--- src/rtl/hsi_rx_msg_if.sv ---
// Message stream from the receive controller to its consumer.
interface hsi_rx_msg_if #(
  parameter int LEN_W = 5
);
  logic [7:0]       msg_data;
  logic             msg_valid;
  logic             msg_ready;
  logic             msg_last;
  logic [LEN_W-1:0] msg_len;

  modport master (output msg_data, msg_valid, msg_last, msg_len, input  msg_ready);
  modport slave  (input  msg_data, msg_valid, msg_last, msg_len, output msg_ready);
endinterface

--- src/rtl/hsi_rx_msg_ctrl.sv ---
// HSI receive message controller: frames decoded bytes into a buffer, drops
// bad or oversize messages, resets a stalled decoder, and streams good
// messages out one byte per clock.
module hsi_rx_msg_ctrl #(
  parameter int MAX_LEN = 16,
  parameter int LEN_W   = 5,
  parameter int TIMEOUT = 255
) (
  input  logic             clk,
  input  logic             n_rst,
  input  logic             clk_en,
  input  logic [7:0]       rx_byte,
  input  logic             rx_byte_rdy,
  input  logic             rx_pb_err,
  input  logic             rx_msg_end,
  output logic             dec_n_rst,
  hsi_rx_msg_if.master     msg,
  output logic             msg_err,
  output logic [7:0]       ovr_cnt,
  output logic             busy
);

  localparam int AW = (MAX_LEN > 1) ? $clog2(MAX_LEN) : 1;
  localparam int TW = $clog2(TIMEOUT + 1);

  typedef enum logic [2:0] {IDLE, RECV, DISCARD, RESYNC, DELIVER} state_t;

  state_t           state;
  logic [LEN_W-1:0] wr_ptr;
  logic [LEN_W-1:0] rd_ptr;
  logic [LEN_W-1:0] len_q;
  logic [TW-1:0]    tmo_cnt;
  logic             valid_q;
  logic [7:0]       mem [MAX_LEN];

  logic             ovf;
  logic             we;
  logic [AW-1:0]    wa;
  logic             xfer;
  logic             last;
  logic             tmo_hit;

  // Buffer write decode and stream-side status
  always_comb begin
    ovf     = rx_byte_rdy && (wr_ptr == LEN_W'(MAX_LEN));
    we      = clk_en && rx_byte_rdy && !rx_pb_err &&
              ((state == IDLE) || (state == RECV && !ovf));
    wa      = (state == IDLE) ? '0 : wr_ptr[AW-1:0];
    last    = valid_q && (rd_ptr == len_q - LEN_W'(1));
    xfer    = valid_q && msg.msg_ready;
    tmo_hit = (tmo_cnt == TW'(TIMEOUT - 1));
  end

  assign msg.msg_data  = mem[rd_ptr[AW-1:0]];
  assign msg.msg_valid = valid_q;
  assign msg.msg_last  = last;
  assign msg.msg_len   = len_q;
  assign busy          = (state != IDLE);

  // Message buffer; contents deliberately not reset
  always_ff @(posedge clk) begin
    if (we) mem[wa] <= rx_byte;
  end

  // Control FSM: receive/discard/resync run on clk_en ticks, delivery runs every clk
  always_ff @(posedge clk or negedge n_rst) begin
    if (!n_rst) begin
      state     <= IDLE;
      wr_ptr    <= '0;
      rd_ptr    <= '0;
      len_q     <= '0;
      tmo_cnt   <= '0;
      valid_q   <= 1'b0;
      msg_err   <= 1'b0;
      dec_n_rst <= 1'b1;
      ovr_cnt   <= '0;
    end else begin
      msg_err <= 1'b0;
      if (state == DELIVER) begin
        if (xfer) begin
          rd_ptr <= rd_ptr + LEN_W'(1);
          if (last) begin
            state   <= IDLE;
            valid_q <= 1'b0;
            wr_ptr  <= '0;
          end
        end
        if (clk_en && rx_byte_rdy && ovr_cnt != 8'hFF) ovr_cnt <= ovr_cnt + 8'd1;
      end else if (clk_en) begin
        case (state)
          IDLE: begin
            tmo_cnt <= '0;
            if (rx_pb_err) begin
              // A bad byte that also ends the message is reported at once
              if (rx_msg_end) msg_err <= 1'b1;
              else            state   <= DISCARD;
            end else if (rx_byte_rdy) begin
              wr_ptr <= LEN_W'(1);
              if (rx_msg_end) begin
                len_q   <= LEN_W'(1);
                rd_ptr  <= '0;
                valid_q <= 1'b1;
                state   <= DELIVER;
              end else begin
                state <= RECV;
              end
            end
          end
          RECV: begin
            if (rx_pb_err || ovf) begin
              tmo_cnt <= '0;
              if (rx_msg_end) begin
                msg_err <= 1'b1;
                wr_ptr  <= '0;
                state   <= IDLE;
              end else begin
                state <= DISCARD;
              end
            end else if (rx_msg_end) begin
              len_q   <= rx_byte_rdy ? wr_ptr + LEN_W'(1) : wr_ptr;
              rd_ptr  <= '0;
              valid_q <= 1'b1;
              state   <= DELIVER;
            end else if (rx_byte_rdy) begin
              wr_ptr  <= wr_ptr + LEN_W'(1);
              tmo_cnt <= '0;
            end else if (tmo_hit) begin
              tmo_cnt   <= '0;
              wr_ptr    <= '0;
              msg_err   <= 1'b1;
              dec_n_rst <= 1'b0;
              state     <= RESYNC;
            end else begin
              tmo_cnt <= tmo_cnt + TW'(1);
            end
          end
          DISCARD: begin
            if (rx_msg_end) begin
              msg_err <= 1'b1;
              wr_ptr  <= '0;
              tmo_cnt <= '0;
              state   <= IDLE;
            end else if (rx_byte_rdy) begin
              tmo_cnt <= '0;
            end else if (tmo_hit) begin
              tmo_cnt   <= '0;
              wr_ptr    <= '0;
              msg_err   <= 1'b1;
              dec_n_rst <= 1'b0;
              state     <= RESYNC;
            end else begin
              tmo_cnt <= tmo_cnt + TW'(1);
            end
          end
          RESYNC: begin
            // Decoder reset has been held for one full tick period
            dec_n_rst <= 1'b1;
            state     <= IDLE;
          end
          default: state <= IDLE;
        endcase
      end
    end
  end

endmodule

--- src/flat_wrapper.sv ---
// flat-port wrapper written by rule: the top's interface ports become plain ports
module hsi_rx_msg_ctrl_flat 
#(
  parameter int MAX_LEN = 16,
  parameter int LEN_W   = 5,
  parameter int TIMEOUT = 255
)
  (clk, n_rst, clk_en, rx_byte, rx_byte_rdy, rx_pb_err, rx_msg_end, dec_n_rst, msg_err, ovr_cnt, busy, msg_msg_data, msg_msg_valid, msg_msg_last, msg_msg_len, msg_msg_ready);
  hsi_rx_msg_if #(.LEN_W(LEN_W)) msg_i ();
  input  logic clk;
  input  logic n_rst;
  input  logic clk_en;
  input  logic [7:0] rx_byte;
  input  logic rx_byte_rdy;
  input  logic rx_pb_err;
  input  logic rx_msg_end;
  output logic dec_n_rst;
  output logic msg_err;
  output logic [7:0] ovr_cnt;
  output logic busy;
  output wire logic [$bits(msg_i.msg_data)-1:0] msg_msg_data;
  output wire logic [$bits(msg_i.msg_valid)-1:0] msg_msg_valid;
  output wire logic [$bits(msg_i.msg_last)-1:0] msg_msg_last;
  output wire logic [$bits(msg_i.msg_len)-1:0] msg_msg_len;
  input wire logic [$bits(msg_i.msg_ready)-1:0] msg_msg_ready;
  assign msg_msg_data = msg_i.msg_data;
  assign msg_msg_valid = msg_i.msg_valid;
  assign msg_msg_last = msg_i.msg_last;
  assign msg_msg_len = msg_i.msg_len;
  assign msg_i.msg_ready = msg_msg_ready;
  hsi_rx_msg_ctrl #(.MAX_LEN(MAX_LEN), .LEN_W(LEN_W), .TIMEOUT(TIMEOUT)) u_core (.clk(clk), .n_rst(n_rst), .clk_en(clk_en), .rx_byte(rx_byte), .rx_byte_rdy(rx_byte_rdy), .rx_pb_err(rx_pb_err), .rx_msg_end(rx_msg_end), .dec_n_rst(dec_n_rst), .msg(msg_i), .msg_err(msg_err), .ovr_cnt(ovr_cnt), .busy(busy));
endmodule
--- config.mk ---
export PLATFORM = sky130hd
export DESIGN_NAME = hsi_rx_msg_ctrl_flat
export DESIGN_NICKNAME = d
export VERILOG_FILES = /design/src/rtl/hsi_rx_msg_if.sv /design/src/rtl/hsi_rx_msg_ctrl.sv /design/src/flat_wrapper.sv
export SDC_FILE = /design/constraint.sdc
export NUM_CORES = 1
export LEC_CHECK = 0
export ABC_AREA = 1
export BUFFER_PORTS_ARGS = -buffer_cell sky130_fd_sc_hd__buf_2
export CORE_ASPECT_RATIO = 1.4
export CORE_UTILIZATION = 55
export DETAILED_ROUTE_END_ITERATION = 6
export HOLD_SLACK_MARGIN = 0.05
export PLACE_DENSITY = 0.77
export SYNTH_ARGS = -nofsm -noshare
export SYNTH_HDL_FRONTEND = slang
export SYNTH_SLANG_ARGS = --single-unit
export TNS_END_PERCENT = 50
--- constraint.sdc ---
create_clock -name clk -period 2.3 [get_ports clk]
set_input_delay 0.23 -clock clk [delete_from_list [all_inputs] [get_ports clk]]
set_output_delay 0.23 -clock clk [all_outputs]
set_load 0.005 [all_outputs]
==> results of run 1 <==
==> state kept, by name (all words and copies together) (netlist names) <==
signal / count
u_core.msg.msg_valid: 1
u_core.ovr_cnt: 8
u_core.wr_ptr: 5
u_core.state: 3
u_core.rd_ptr: 5
u_core.dec_n_rst: 1
u_core.mem: 128
u_core.msg.msg_len: 5
u_core.tmo_cnt: 8
u_core.msg_err: 1
==> per-layer routing <==
layer | share of wire | wire [um]
met5 | 0 | 0
met4 | 0.054 | 1044
met3 | 0.066 | 1269
met2 | 0.53 | 10190
met1 | 0.35 | 6830
==> synth_stat cells, types with 3 or more instances <==
library cell / n / area share
inv_1: 39 / 0.019
mux2i_1: 12 / 0.016
o21ai_0: 47 / 0.031
o32ai_1: 16 / 0.018
edfxtp_1: 128 / 0.51
nor2_2: 3 / 0.0025
buf_2: 8 / 0.0053
o211ai_1: 8 / 0.0079
nor2_1: 123 / 0.061
nand4_1: 12 / 0.0099
clkbuf_1: 13 / 0.0064
a21oi_1: 9 / 0.0059
o22ai_1: 4 / 0.0033
nor3_1: 4 / 0.0026
nand2_2: 9 / 0.0074
nand3_1: 40 / 0.026
o21ai_1: 4 / 0.0026
o221ai_1: 8 / 0.0092
nor2_4: 4 / 0.0059
nand2_1: 135 / 0.067
ha_1: 7 / 0.012
xor2_1: 12 / 0.014
inv_2: 9 / 0.0045
dfrtp_1: 36 / 0.12
==> timing repair <==
item,CTS,global route
pin swaps,0,5
setup buffers,0,4
hold endpoints to repair,36,0
resized for setup,0,15
hold buffers,1,0
cloned,0,5
endpoints found under the setup margin,3,7
==> layout make-up <==
cell class                      count  area (um^2)
Clock buffer                       21        460.4
Clock inverter                     11        151.4
Fill cell                        1006         4436
Inverter                           52        210.2
Multi-Input combinational cell    477         2529
Sequential cell                   165         4776
Tap cell                          182        227.7
Timing Repair Buffer               76        598.1
==> how the worst min path moves through the flow <==
stage             startpoint               endpoint  slack, ns
5_1_grt        msg_msg_ready       u_core.rd_ptr[0]       0.14
3_3_place_gp           n_rst      u_core.ovr_cnt[1]       0.37
4_1_cts        msg_msg_ready       u_core.rd_ptr[0]       0.10
6_report       msg_msg_ready       u_core.rd_ptr[0]       0.11
3_5_place_dp           n_rst      u_core.ovr_cnt[1]       0.38
2_1_floorplan          n_rst  u_core.msg.msg_len[0]      -0.07
==> metrics by stage <==
stage          area, um^2   TNS, ns  cells  power [mW]
5_1_grt              8952   -0.7633    984       10.72
3_3_place_gp         8137         0    942       6.847
6_report             8952   -0.4624    984       10.29
3_5_place_dp         8137         0    942       6.936
2_1_floorplan        7577         0    718       5.789
4_1_cts              8758  -0.05298    975       9.827
==> layout by cell type (no fill, tap or decap), drive strengths merged, types with 3 or more instances in the layout <==
cell	synthesis	final
nand2	146	146
nor2	132	132
edfxtp	128	128
buf	11	70
o21ai	53	53
inv	51	52
nand3	42	42
dfrtp	36	36
clkbuf	13	26
o32ai	16	16
nand4	12	12
xor2	12	12
mux2i	12	12
a21oi	9	9
o211ai	8	8
o221ai	8	8
ha	7	7
clkinv	1	7
nor3	6	6
o22ai	4	4
bufinv	0	3
==> power by group through the flow <==
stage               logic, mW  registers (mW)  clock network, mW
floorplan                2.19            3.60                  0
global placement         3.23            3.61                  0
detailed placement       3.31            3.63                  0
CTS                      3.34            3.57               2.91
global route             4.04            3.64               3.04
finish                   3.77            3.62               2.91
==> worst max-delay path: stages, from the launching register on <==
cell,delay (ns)
dfrtp_4,0.56
buf_12,0.17
mux2i_1,0.33
o22ai_1,0.13
o211ai_1,0.28
nand3_1,0.14
buf_2,0.15
==> kinds of logic (layout without fill, tap and decap cells) <==
| logic type | Yosys count | after routing | share of synthesized area |
|---|---|---|---|
| and+or+nand+nor | 343 | 343 | 0.2023 |
| DFF | 165 | 165 | 0.6296 |
| AOI/OAI and AO/OA | 101 | 101 | 0.08372 |
| xor gates and xnor gates | 14 | 14 | 0.01618 |
| muxes | 12 | 12 | 0.01585 |
| adders and majority gates | 7 | 7 | 0.01156 |
| buffers and inverters | 76 | 160 | 0.04079 |
==> impl_metrics.tcl, run 1 <==
set metrics [dict create \
    initial_core_util 0.5660 \
    cts.sinks 165 \
    p_leak_nw 3.565 \
    dieArea_um2 14260 \
    synthesis.area_um2 7577 \
    max-clock-path-buffers 2 \
    busiest_layer "met2" \
    start_kind "flop" \
    cp-end-kind "primary output" \
    maxSlewHeadroom 0.4307 \
    core_area_um2 13390 \
    root_buffer "clkbuf_16" \
    grt_util_met1 0.2893 \
    dpl_worst_slack_ns 0.2715 \
    routed_via_density 5.824 \
    synth.net_count 740 \
    ys_seq_elements 165 \
    setup_viol 8 \
    die_w_um 101.2 \
    floorplan.die.height_um 140.9 \
    grt_max_degree 68 \
    grt_usage 0.2730 \
    hold_viol_final 0 \
    clk_pin_slew_ns 0.06 \
    min_delay_path_depth 3 \
    areaGrowthSynthToFinish_pct 18.15 \
    grtUsageMet3 0.05057 \
    maxSlewViolCount 0 \
    grt_use_met2 0.4945 \
    rr_worst_depth 10 \
    internal-power_mw 6.608 \
    violations "setup timing" \
    required_ns 2.07 \
    r2r-end "u_core.mem[4][0]" \
    ir_worst_vdd_uv 560.6 \
    io_pins 41 \
    fin_skew_ns 0.006186 \
    path_max_fanout 6 \
    rrSetupSlack_ns 0.19 \
    setup_ws_ns -0.1132 \
    postRouteAntennaNets 0 \
    num_vias 5731 \
    hpwl_mm 12.46 \
    crit_type "reg -> out" \
    drive_gt1_frac 0.1920 \
    synth-seq-area-share 0.6296 \
    synthCells 718 \
    async_reset_ff_frac 0.2242 \
    hold_slack_ns 0.1080 \
    power.density_nw_per_um2 1150 \
    crit_end "msg_msg_data[7]" \
    max-cap-violations 0 \
    p_sw_frac 0.3580 \
    startpoint "u_core.rd_ptr[0]" \
    min_period_over_period 1.049 \
    routed_wl_mm 19.33 \
    tightest_slew_ns 0.8539 \
    yosysWarnings 0 \
    outcome "finished with violations" \
    power_frac_comb 0.366 \
    cp.arrival_ns 2.18 \
    insertedDiodeCount 0 \
    cts_tree "built" \
    period_needed_ns 2.413 \
    dr.first_iter.drc_count 598 \
    avgSynthCellArea_um2 10.55 \
    port_buffers 40 \
    switching_power_mw 3.684 \
    routedWlPerCell_um 19.64 \
    clock_latency_ns 0.42 \
    max_freq_mhz 414.4 \
    synth_ff_type "edfxtp_1" \
    drc 0 \
    grt_overflow 0 \
    num_rows 50 \
    synth-edff-count 128 \
    min_path_type "in -> reg" \
    grt_pass1_vias 5654 \
    antenna_found_initial 0 \
    gp_routability_congestion 0.9498 \
    synth_cell_types 43 \
    pwr-share-clk 0.282 \
    rsz0062_at_grt "yes" \
    htreeDepth 4 \
    grt_pass1_wl_mm 28.57 \
    numCtsBuffers 17 \
    nets 811 \
    r2r-start "u_core.wr_ptr[0]" \
    first_pass_iters 5 \
    seqPwrFrac 0.352 \
    post-route-util 0.6687 \
]
Power figures use the tool's default switching activity.
==> run 2: changes to the inputs <==
- CTS_BUF_LIST: default -> sky130_fd_sc_hd__clkbuf_8
- GPL_ROUTABILITY_DRIVEN: default -> 0
==> impl_metrics.tcl, run 2 (synthesized netlist as in run 1, its figures left out) <==
set metrics [dict create \
    outcome "finished with violations" \
    violations "setup timing" \
    hold_start "clk_en" \
    die_w_um 101.2 \
    antenna_found_initial 0 \
    ir_worst_vdd_uv 561.3 \
    cp.arrival_ns 2.25 \
    final_common_cell "nand2_1" \
    num_vias 5784 \
    io_pins 41 \
    areaGrowthSynthToFinish_pct 16.33 \
    largest_register_ffs 128 \
    numCtsBuffers 17 \
    routed_wl_mm 18.93 \
    grt_pass1_vias 5625 \
    cts_tree "built" \
    nets 814 \
    hpwl_mm 12.27 \
    fin_skew_ns 0.01308 \
    maxSlewHeadroom 0.4503 \
    insertedDiodeCount 0 \
    htreeDepth 4 \
    dr.first_iter.drc_count 435 \
    p_sw_frac 0.3735 \
    path_max_fanout 14 \
    routed_via_density 5.860 \
    routedWlPerCell_um 19.18 \
    required_ns 2.07 \
    pwr-share-clk 0.232 \
    seqPwrFrac 0.369 \
    reg_top3 "u_core.mem (128), u_core.ovr_cnt (8), u_core.tmo_cnt (8)" \
    postRouteAntennaNets 0 \
    cts.sinks 165 \
    first_pass_iters 6 \
    drc 0 \
    total_power_mw 9.698 \
    clock_latency_ns 0.45 \
    maxSlewViolCount 0 \
    clk_pin_slew_ns 0.09 \
    top_register "u_core.mem" \
    floorplan.die.height_um 140.9 \
    cp-end-kind "primary output" \
    switching_power_mw 3.622 \
    startpoint "u_core.rd_ptr[0]" \
    core_area_um2 13390 \
    fin_cells 987 \
    crit_type "reg -> out" \
    grt_max_degree 69 \
    min_period_over_period 1.077 \
    internal-power_mw 6.075 \
    max-cap-violations 0 \
    period_needed_ns 2.476 \
    num_rows 50 \
    grt_usage 0.2640 \
    fin_area_um2 8815 \
    post_dp_cell_area_um2 8129 \
    setup_ws_ns -0.1762 \
    grt_pass1_wl_mm 27.60 \
    initial_core_util 0.5660 \
    dieArea_um2 14260 \
    power.density_nw_per_um2 1100 \
    max-clock-path-buffers 2 \
    setup_viol 6 \
    layout_common_cells "nand2_1, edfxtp_1, nor2_1" \
    placed_cells 941 \
    power_frac_comb 0.399 \
    r2r-start "u_core.wr_ptr[1]" \
    hold_slack_ns 0.1951 \
    rsz0062_at_grt "yes" \
    max_freq_mhz 403.8 \
    grt_overflow 0 \
    start_kind "flop" \
    root_buffer "clkbuf_8" \
    hold_viol_final 0 \
    p_leak_nw 3.494 \
    min_path_type "in -> reg" \
    fillers 1028 \
    tightest_slew_ns 0.8245 \
    port_buffers 40 \
    drive_gt1_frac 0.2012 \
]
[run 2: changes by cell type in the layout (fill, tap and decap cells not counted), sizes merged]
cell,before,now
buf,70,74
bufinv,3,4
clkbuf,26,21
clkinv,7,2
clkinvlp,1,4
dlygate4sd3,1,2
inv,52,56
[run 2: what timing repair did]
item                                    CTS  global route
pin swaps                                 5             8
endpoints found under the hold margin    37             0
gates resized for setup                   3            19
hold buffers                              2             0
gates cloned                              1             5
endpoints found under the setup margin    4            15
buffers inserted                          2             5
[run 2: critical path, cell delays in order (launching register included)]
cell and delay (ns):
dfrtp_2 0.51, buf_6 0.16, inv_8 0.05, clkbuf_16 0.18, nor2_1 0.09, o22ai_1 0.10, o211ai_1 0.38, nand3_1 0.15
buf_2 0.16
[run 2: worst paths after layout]
kind	end	slack, ns	cells after the start
setup / recovery	msg_msg_data[2]	-0.18	8
hold / removal	u_core.dec_n_rst	0.20	5
setup reg to reg	u_core.mem[7][7]	0.21	10
hold reg to reg	u_core.ovr_cnt[6]	0.51	1
max in group asynchronous	u_core.rd_ptr[1]	1.32	2
min in group asynchronous	u_core.ovr_cnt[1]	0.42	2
[run 2: area by class of cell]
cell class,instances,area (um^2),area share
flip-flops and latches,165,4773,0.5415
multi-input cells,477,2554,0.2897
repair buffers,79,611.8,0.06941
clock buffers,18,247.7,0.02811
well taps,182,227.7,0.02583
inverters,52,212.7,0.02413
clock inverters,14,187.7,0.02129
[run 2: power by group through the flow]
stage	registers [mW]	clock network [mW]	logic (mW)
final	3.58	2.25	3.87
after floorplan	3.60	0	2.19
after global placement	3.61	0	3.19
after global routing	3.60	2.36	4.16
after detailed placement	3.62	0	3.27
after CTS	3.56	2.27	3.44
[run 2: layer usage]
metal	GRT usage	share of wire
met5	0	0
met4	0.1297	0.044
met3	0.05107	0.076
met2	0.4841	0.53
met1	0.2855	0.35
[run 2: stage by stage]
stage | util | setup TNS, ns | setup WS, ns
finish | 0.6584 | -0.3490 | -0.1762
global route | 0.6584 | -0.7344 | -0.1808
CTS | 0.6461 | -0.1530 | -0.04602
detailed placement | 0.6072 | 0 | 0.2531
global placement | 0.6072 | 0 | 0.2947
floorplan | - | 0 | 0.04542
==> run 3: changes to the inputs <==
- CORE_MARGIN: default -> 2
==> impl_metrics.tcl, run 3 (synthesized netlist as in run 1, its figures left out) <==
set metrics [dict create \
    power.density_nw_per_um2 1118 \
    largest_register_ffs 128 \
    r2r-end "u_core.mem[8][7]" \
    ir_worst_vdd_uv 712.2 \
    rr_worst_depth 10 \
    p_leak_nw 3.524 \
    drc 1 \
    clock_latency_ns 0.45 \
    max-cap-violations 0 \
    required_ns 2.07 \
    crit_end "msg_msg_data[2]" \
    layout_common_cells "nand2_1, edfxtp_1, nor2_1" \
    cp.arrival_ns 2.14 \
    htreeDepth 4 \
    die_w_um 103.2 \
    fin_skew_ns 0.01830 \
    top_register "u_core.mem" \
    period_needed_ns 2.374 \
    dieArea_um2 14750 \
    first_pass_iters 7 \
    nets 816 \
    insertedDiodeCount 0 \
    cp-end-kind "primary output" \
    grt_pass1_wl_mm 29.59 \
    grt_max_degree 67 \
    antenna_found_initial 0 \
    io_pins 41 \
    final_common_cell "nand2_1" \
    max_freq_mhz 421.3 \
    max-clock-path-buffers 2 \
    r2r-start "u_core.wr_ptr[1]" \
    setup_ws_ns -0.07364 \
    hold_viol_final 0 \
    crit_type "reg -> out" \
    initial_core_util 0.5633 \
    dr.first_iter.drc_count 670 \
    tightest_slew_ns 0.8594 \
    start_kind "flop" \
    maxSlewHeadroom 0.4271 \
    grt_usage 0.2730 \
    numCtsBuffers 17 \
    grt_pass1_vias 5666 \
    outcome "finished with violations" \
    grt_overflow 0 \
    clk_pin_slew_ns 0.10 \
    drive_gt1_frac 0.2107 \
    routed_via_density 5.950 \
    rsz0062_at_grt "yes" \
    post-route-util 0.6610 \
    root_buffer "clkbuf_8" \
    core_area_um2 13450 \
    num_rows 50 \
    setup_viol 3 \
    postRouteAntennaNets 0 \
    reg_top3 "u_core.mem (128), u_core.ovr_cnt (8), u_core.tmo_cnt (8)" \
    areaGrowthSynthToFinish_pct 17.34 \
    cts_tree "built" \
    startpoint "u_core.rd_ptr[0]" \
    cts.sinks 165 \
    hpwl_mm 12.53 \
    path_max_fanout 17 \
    maxSlewViolCount 0 \
    rrSetupSlack_ns 0.17 \
    violations "DRC, setup timing" \
    port_buffers 40 \
    post_dp_cell_area_um2 8144 \
    num_vias 5885 \
    fin_area_um2 8891 \
    min_period_over_period 1.032 \
    floorplan.die.height_um 142.9 \
    routed_wl_mm 19.67 \
    routedWlPerCell_um 19.89 \
    min_path_type "in -> reg" \
]
-- run 3: cell types whose count changed in the layout (fill, tap and decap cells not counted), sizes merged --
cell | before | now
clkinvlp | 4 | 2
buf | 74 | 78
inv | 56 | 59
clkbuf | 21 | 18
-- run 3: worst min-delay path by stage --
stage	start	endpoint	slack, ns	depth (start not counted)
floorplan	n_rst	u_core.msg.msg_len[0]	-0.07	0
global placement	n_rst	u_core.ovr_cnt[7]	0.37	1
detailed placement	n_rst	u_core.ovr_cnt[4]	0.39	1
CTS	clk_en	u_core.dec_n_rst	0.16	5
global route	rx_byte[5]	u_core.mem[13][5]	0.21	1
finish	clk_en	u_core.dec_n_rst	0.18	5
-- run 3: routing by layer --
| metal | vias to the layer above | track usage | routed length, um |
|---|---|---|---|
| met3 | 66 | 0.05482 | 1616 |
| met5 | - | 0 | 0 |
| met2 | 360 | 0.4730 | 10340 |
| li1 | 2653 | - | - |
| met4 | 0 | 0.1274 | 730 |
| met1 | 2806 | 0.3215 | 6987 |
-- run 3: layout make-up --
| cell class | count | area (um^2) |
|---|---|---|
| inverter | 52 | 212.7 |
| sequential | 165 | 4773 |
| clock inverter | 15 | 212.7 |
| clock buffer | 17 | 234.0 |
| tap | 182 | 227.7 |
| fill | 974 | 4559 |
| multi-input combinational | 477 | 2590 |
| timing repair buffer | 81 | 640.6 |
-- run 3: timing repair --
| action | 4_1_cts | 5_1_grt |
|---|---|---|
| endpoints found under the setup margin | 8 | 37 |
| resized for setup | 13 | 20 |
| cloned | 3 | 1 |
| pin swaps | 5 | 9 |
| hold buffers | 2 | 0 |
| setup buffers | 2 | 7 |
| hold endpoints to repair | 37 | 0 |
-- run 3: through the flow --
step | hold slack, ns | TNS, ns | total power, mW | setup WS (ns) | std cells
3_3_place_gp | 0.3690 | 0 | 6.867 | 0.2494 | 943
4_1_cts | 0.1581 | -0.1746 | 9.648 | -0.04477 | 982
6_report | 0.1760 | -0.1668 | 9.944 | -0.07364 | 989
2_1_floorplan | -0.06559 | 0 | 5.789 | 0.04542 | 718
3_5_place_dp | 0.3902 | 0 | 6.968 | 0.1843 | 943
5_1_grt | 0.2122 | -0.4376 | 10.40 | -0.08529 | 989
-- run 3: where the power goes --
| group | internal, mW | switching [mW] |
|---|---|---|
| Clock | 1.21 | 1.11 |
| Combinational | 1.54 | 2.49 |
| Sequential | 3.39 | 0.198 |
| Total | 6.14 | 3.80 |
-- run 3: critical path, stage by stage, from the launching register on --
cell	delay [ns]
dfrtp_2	0.53
buf_12	0.21
mux2i_2	0.27
o22ai_1	0.12
o211ai_1	0.28
nand3_2	0.12
buf_2	0.14
